===== config.mk =====
export PLATFORM = sky130hd
export DESIGN_NAME = drcp_lsu_apb_bridge
export DESIGN_NICKNAME = d
export VERILOG_FILES = /design/src/rtl/drcp_lsu_apb_bridge.sv
export SDC_FILE = /design/constraint.sdc
export NUM_CORES = 1
export LEC_CHECK = 0
export ABC_AREA = 1
export BUFFER_PORTS_ARGS = -buffer_cell sky130_fd_sc_hd__buf_2
export CORE_ASPECT_RATIO = 0.9
export CORE_MARGIN = 2
export CORE_UTILIZATION = 45
export CTS_BUF_LIST = sky130_fd_sc_hd__clkbuf_2
export CTS_CLUSTER_DIAMETER = 100
export DETAILED_ROUTE_END_ITERATION = 8
export PLACE_DENSITY_LB_ADDON = 0.12
export SLEW_MARGIN = 20
export SYNTH_ARGS = -nofsm -noshare
export SYNTH_HDL_FRONTEND = slang
export SYNTH_SLANG_ARGS = --single-unit

===== constraint.sdc =====
create_clock -name clk_i -period 2 [get_ports clk_i]
set_input_delay 0.4 -clock clk_i [delete_from_list [all_inputs] [get_ports clk_i]]
set_output_delay 0.4 -clock clk_i [all_outputs]
set_load 0.03 [all_outputs]

===== src/rtl/drcp_lsu_apb_bridge.sv =====
// LSU-to-APB4 bridge: one APB transfer per LSU request, AMOs rejected locally,
// optional ACCESS-phase watchdog turns a hung slave into an access fault.
module drcp_lsu_apb_bridge #(
   parameter int unsigned ADDR_WIDTH     = 32,
   parameter bit          TIMEOUT_EN     = 1'b1,
   parameter int unsigned TIMEOUT_CYCLES = 256
) (
   input  logic                  clk_i,
   input  logic                  rst_ni,
   input  logic                  lsu_req_i,
   input  logic                  lsu_we_i,
   input  logic [31:0]           lsu_addr_i,
   input  logic [31:0]           lsu_wdata_i,
   input  logic [3:0]            lsu_amo_i,
   input  logic [3:0]            lsu_strb_i,
   output logic                  lsu_valid_o,
   output logic                  lsu_error_o,
   output logic [31:0]           lsu_rdata_o,
   output logic [ADDR_WIDTH-1:0] paddr_o,
   output logic                  psel_o,
   output logic                  penable_o,
   output logic                  pwrite_o,
   output logic [31:0]           pwdata_o,
   output logic [3:0]            pstrb_o,
   output logic [2:0]            pprot_o,
   input  logic                  pready_i,
   input  logic [31:0]           prdata_i,
   input  logic                  pslverr_i
);

   localparam int unsigned CntWidth = $clog2(TIMEOUT_CYCLES + 1);
   localparam logic [CntWidth-1:0] CntLast = CntWidth'(TIMEOUT_CYCLES - 1);

   typedef enum logic [1:0] {StIdle, StSetup, StAccess, StResp} state_e;

   state_e                state_q, state_d;
   logic [CntWidth-1:0]   cnt_q, cnt_d;
   logic [ADDR_WIDTH-1:0] paddr_q, paddr_d;
   logic                  pwrite_q, pwrite_d;
   logic [31:0]           pwdata_q, pwdata_d;
   logic [3:0]            pstrb_q, pstrb_d;
   logic                  psel_q, psel_d;
   logic                  penable_q, penable_d;
   logic                  valid_q, valid_d;
   logic                  error_q, error_d;
   logic [31:0]           rdata_q, rdata_d;

   always_comb begin
      state_d   = state_q;
      cnt_d     = cnt_q;
      paddr_d   = paddr_q;
      pwrite_d  = pwrite_q;
      pwdata_d  = pwdata_q;
      pstrb_d   = pstrb_q;
      psel_d    = psel_q;
      penable_d = penable_q;
      // Response registers are loaded only on entry to RESP, so they pulse for one cycle.
      valid_d   = 1'b0;
      error_d   = 1'b0;
      rdata_d   = '0;

      case (state_q)
         StIdle: begin
            cnt_d     = '0;
            psel_d    = 1'b0;
            penable_d = 1'b0;
            if (lsu_req_i) begin
               if (lsu_amo_i != 4'h0) begin
                  valid_d = 1'b1;
                  error_d = 1'b1;
                  state_d = StResp;
               end else begin
                  paddr_d  = lsu_addr_i[ADDR_WIDTH-1:0];
                  pwrite_d = lsu_we_i;
                  pwdata_d = lsu_wdata_i;
                  pstrb_d  = lsu_we_i ? lsu_strb_i : 4'h0;
                  psel_d   = 1'b1;
                  state_d  = StSetup;
               end
            end
         end
         StSetup: begin
            cnt_d     = '0;
            penable_d = 1'b1;
            state_d   = StAccess;
         end
         StAccess: begin
            if (pready_i) begin
               psel_d    = 1'b0;
               penable_d = 1'b0;
               valid_d   = 1'b1;
               error_d   = pslverr_i;
               rdata_d   = (!pwrite_q && !pslverr_i) ? prdata_i : 32'h0;
               state_d   = StResp;
            end else begin
               if (cnt_q != {CntWidth{1'b1}}) begin
                  cnt_d = cnt_q + 1'b1;
               end
               if (TIMEOUT_EN && (cnt_q == CntLast)) begin
                  psel_d    = 1'b0;
                  penable_d = 1'b0;
                  valid_d   = 1'b1;
                  error_d   = 1'b1;
                  state_d   = StResp;
               end
            end
         end
         StResp: begin
            // A still-high request here is deliberately ignored.
            state_d = StIdle;
         end
         default: begin
            state_d = StIdle;
         end
      endcase
   end

   always_ff @(posedge clk_i) begin
      if (!rst_ni) begin
         state_q   <= StIdle;
         cnt_q     <= '0;
         paddr_q   <= '0;
         pwrite_q  <= 1'b0;
         pwdata_q  <= '0;
         pstrb_q   <= '0;
         psel_q    <= 1'b0;
         penable_q <= 1'b0;
         valid_q   <= 1'b0;
         error_q   <= 1'b0;
         rdata_q   <= '0;
      end else begin
         state_q   <= state_d;
         cnt_q     <= cnt_d;
         paddr_q   <= paddr_d;
         pwrite_q  <= pwrite_d;
         pwdata_q  <= pwdata_d;
         pstrb_q   <= pstrb_d;
         psel_q    <= psel_d;
         penable_q <= penable_d;
         valid_q   <= valid_d;
         error_q   <= error_d;
         rdata_q   <= rdata_d;
      end
   end

   assign paddr_o     = paddr_q;
   assign psel_o      = psel_q;
   assign penable_o   = penable_q;
   assign pwrite_o    = pwrite_q;
   assign pwdata_o    = pwdata_q;
   assign pstrb_o     = pstrb_q;
   assign pprot_o     = 3'b000;
   assign lsu_valid_o = valid_q;
   assign lsu_error_o = error_q;
   assign lsu_rdata_o = rdata_q;

endmodule


==> impl_metrics.ini <==
[global_routing]
grt_pass1_vias = 4368
grt_overflow = 0
antenna_found_initial = 0
grt_max_degree = 53
busiest_layer = met2
globalRouteMet3Util_pct = 8.07
grt_usage_pct = 25.6
use_met2_pct = 44.4
use_met1_pct = 29.6
grt_pass1_wl_microns = 20300

[place]
place.gp.congestion = 0.848
dp.cells = 847
post-place-ws_ns = 0.0483
port_buffers = 214
dp_hpwl_microns = 7700

[setup_path]
crit_family = buffers and inverters
r2r_cells = 8
path_class = reg2reg
crit_buf_inv = 3
cp.required_ns = 2.61
startpoint_type = register
max_stage_delay_ns = 0.56
critical_path.max_fanout = 26
cp.depth = 8
cp_slowest_cell = dlygate4sd3_1
cp-end-kind = register
crit_chain = inv_1, ha_1, nand2_1, nor2_4, buf_12, nand3_1, dlygate4sd3_1, a21oi_1
crit_arrival_ns = 2.46

[sta]
finalHoldWorstSlack_ns = 0.107
hold_violations = 0
setup_ws_ns = 0.147
min_period_ns = 1.85
rsz0062_at_grt = false
maxSlewViolCount = 0
final.period_utilization_pct = 92.7
fin_setup_tns_ns = 0
fmax_ghz = 0.540
skew_ns = 0.0313
setup_violations = 0

[clocking]
cts-htree-levels = 4
clockBufferDepth = 2
cts-root-buf = clkbuf_2
path_clk_slew_ns = 0.19
cts_tree = done
insertion_delay_ns = 0.65
cts_buffers = 17
numClockSinks = 116

[synth]
synth_area_sq_um = 4190
synth-compound-area-share_pct = 10.9
syn-instance-count = 530
synth_xor_area_share_pct = 0
yosys_warnings = 0
avgSynthCellArea_sq_um = 7.91
synthMuxAreaShare_pct = 0
synthTopCellsByArea = dfxtp_1, nand2_1, a21oi_1, inv_1, nor2_1
ys_types = 24
synth_seq_cells = 116
synth-simple-area-share_pct = 22.2
synth_largest_area_cell = dfxtp_1
synth_seq_area_share_pct = 55.4
synth-adder-area-share_pct = 2.39
synth_top_family_by_area = simple AND/OR/NAND/NOR gates
synth_top_area_share_pct = 55.4

[power_and_ir_drop]
p_comb_share_pct = 19.6
ir_drop_uv = 532
p_clk_share_pct = 33.5
p_sw_uw = 1590
power.share.sequential_pct = 46.9
pwr_density_cell_nw_per_um2 = 786
p_total_uw = 5260
p_leak_uw = 0.00327
intPower_uw = 3670
swShare_pct = 30.2

[route]
vias_per_cell = 4.61
drt_wl_total_microns = 13300
drt-initial-drc-count = 309
num_vias = 4535
wl_per_cell_microns = 13.5
ant_nets = 0
firstDrtPassIters = 5
drc = 0

[min_path]
hp-class = in2reg
hold_depth = 5

[floorplanning]
pin_count = 218
floorplan.initialDensity_pct = 46.2
die_w_microns = 106
die_y_microns = 95.6
die-area_sq_um = 10100
num_rows = 33
core_sq_um = 9080

[finish]
final_common_cell = buf_2
syn2layout_area_growth_pct = 59.7
layout.nets = 967
final_cells = 984
n_fill_cell = 661
mostFrequentLayoutCells = buf_2, nand2_1, dfxtp_1, dlygate4sd3_1, a21oi_1
drive_gt1_share_pct = 31.2
num_antenna_cells = 0

[outcome]
outcome = completed

[flow_run]
cap_violations = 0
==> cell families after synthesis <==
family,count (synthesis)
AND/OR/NAND/NOR,234
other,1
flip-flops,116
adder cells (fa/ha/maj),8
AO/OA/AOI/OAI,90
buffers and inverters,81
==> cell usage after synthesis <==
cell type  instances
nand2_1          165
dfxtp_1          116
a21oi_1           83
inv_1             51
nor2_1            45
nand3_1           15
clkbuf_1          11
ha_1               8
buf_6              7
buf_4              5
o21ai_0            5
buf_1              3
buf_2              3
nand3_2            2
nor2_2             2
a211oi_1           1
conb_1             1
inv_2              1
nand2_2            1
nor2_4             1
nor3_1             1
nor3b_1            1
o211ai_1           1
or2_2              1
==> power groups by stage <==
stage | sequential (uW) | clock, uW | combinational, uW
final | 2470 | 1760 | 1030
after global routing | 2480 | 1910 | 1140
after CTS | 2460 | 1800 | 1010
after detailed placement | 2510 | 0 | 853
after global placement | 2500 | 0 | 835
after floorplan | 2630 | 0 | 440
==> area by class of cell <==
class                           instances  area [sq um]  share of cell area [%]
Timing Repair Buffer                  327          2230                    33.3
Clock inverter                         13           181                    2.71
Clock buffer                           19          95.1                    1.42
Sequential cell                       116          2320                    34.7
Tap cell                              122           153                    2.28
Inverter                               52           195                    2.91
Multi-Input combinational cell        335          1520                    22.6
==> worst paths after layout <==
path / startpoint / end / slack [ns]
max: state_q[0]$_SDFFE_PN0P_ / pstrb_o[2]$_SDFFE_PN0P_ / 0.15
min: pslverr_i / lsu_error_o$_SDFF_PN0_ / 0.11
max reg2reg: state_q[0]$_SDFFE_PN0P_ / pstrb_o[2]$_SDFFE_PN0P_ / 0.15
min reg2reg: pwdata_o[31]$_SDFFE_PN0P_ / pwdata_o[31]$_SDFFE_PN0P_ / 0.47
==> sequential cells by signal, summed over array words and instances (netlist names) <==
register,flops
lsu_rdata_o,32
paddr_o,32
pwdata_o,32
cnt_q,9
pstrb_o,4
state_q,2
lsu_error_o,1
lsu_valid_o,1
penable_o,1
psel_o,1
pwrite_o,1
==> stage by stage <==
| step | utilization [%] | instance area [sq um] |
|---|---|---|
| floorplan | - | 4200 |
| global placement | 58.8 | 5340 |
| CTS | 73.2 | 6650 |
| detailed placement | 58.8 | 5340 |
| finish | 73.7 | 6700 |
| global route | 73.7 | 6700 |
==> worst register-to-register path: stages, from the launching register on <==
cell           delay [ns]
dfxtp_1              0.36
inv_1                0.13
ha_1                 0.18
nand2_1              0.10
nor2_4               0.12
buf_12               0.19
nand3_1              0.09
dlygate4sd3_1        0.56
a21oi_1              0.11
==> metal layers <==
layer / part of all wire [%] / wire, microns / vias up
li1: - / - / 2282
met1: 41 / 5490 / 2050
met2: 49 / 6520 / 182
met3: 8.3 / 1100 / 21
met4: 1.5 / 200 / 0
met5: 0 / 0 / -
==> repair_timing <==
| item | in CTS | in global routing |
|---|---|---|
| buffers inserted | 0 | 1 |
| hold buffers | 103 | 0 |
| endpoints found under the setup margin | 0 | 13 |
| gates resized for setup | 0 | 6 |
| hold endpoints to repair | 103 | 0 |
Power figures use the tool's default switching activity.
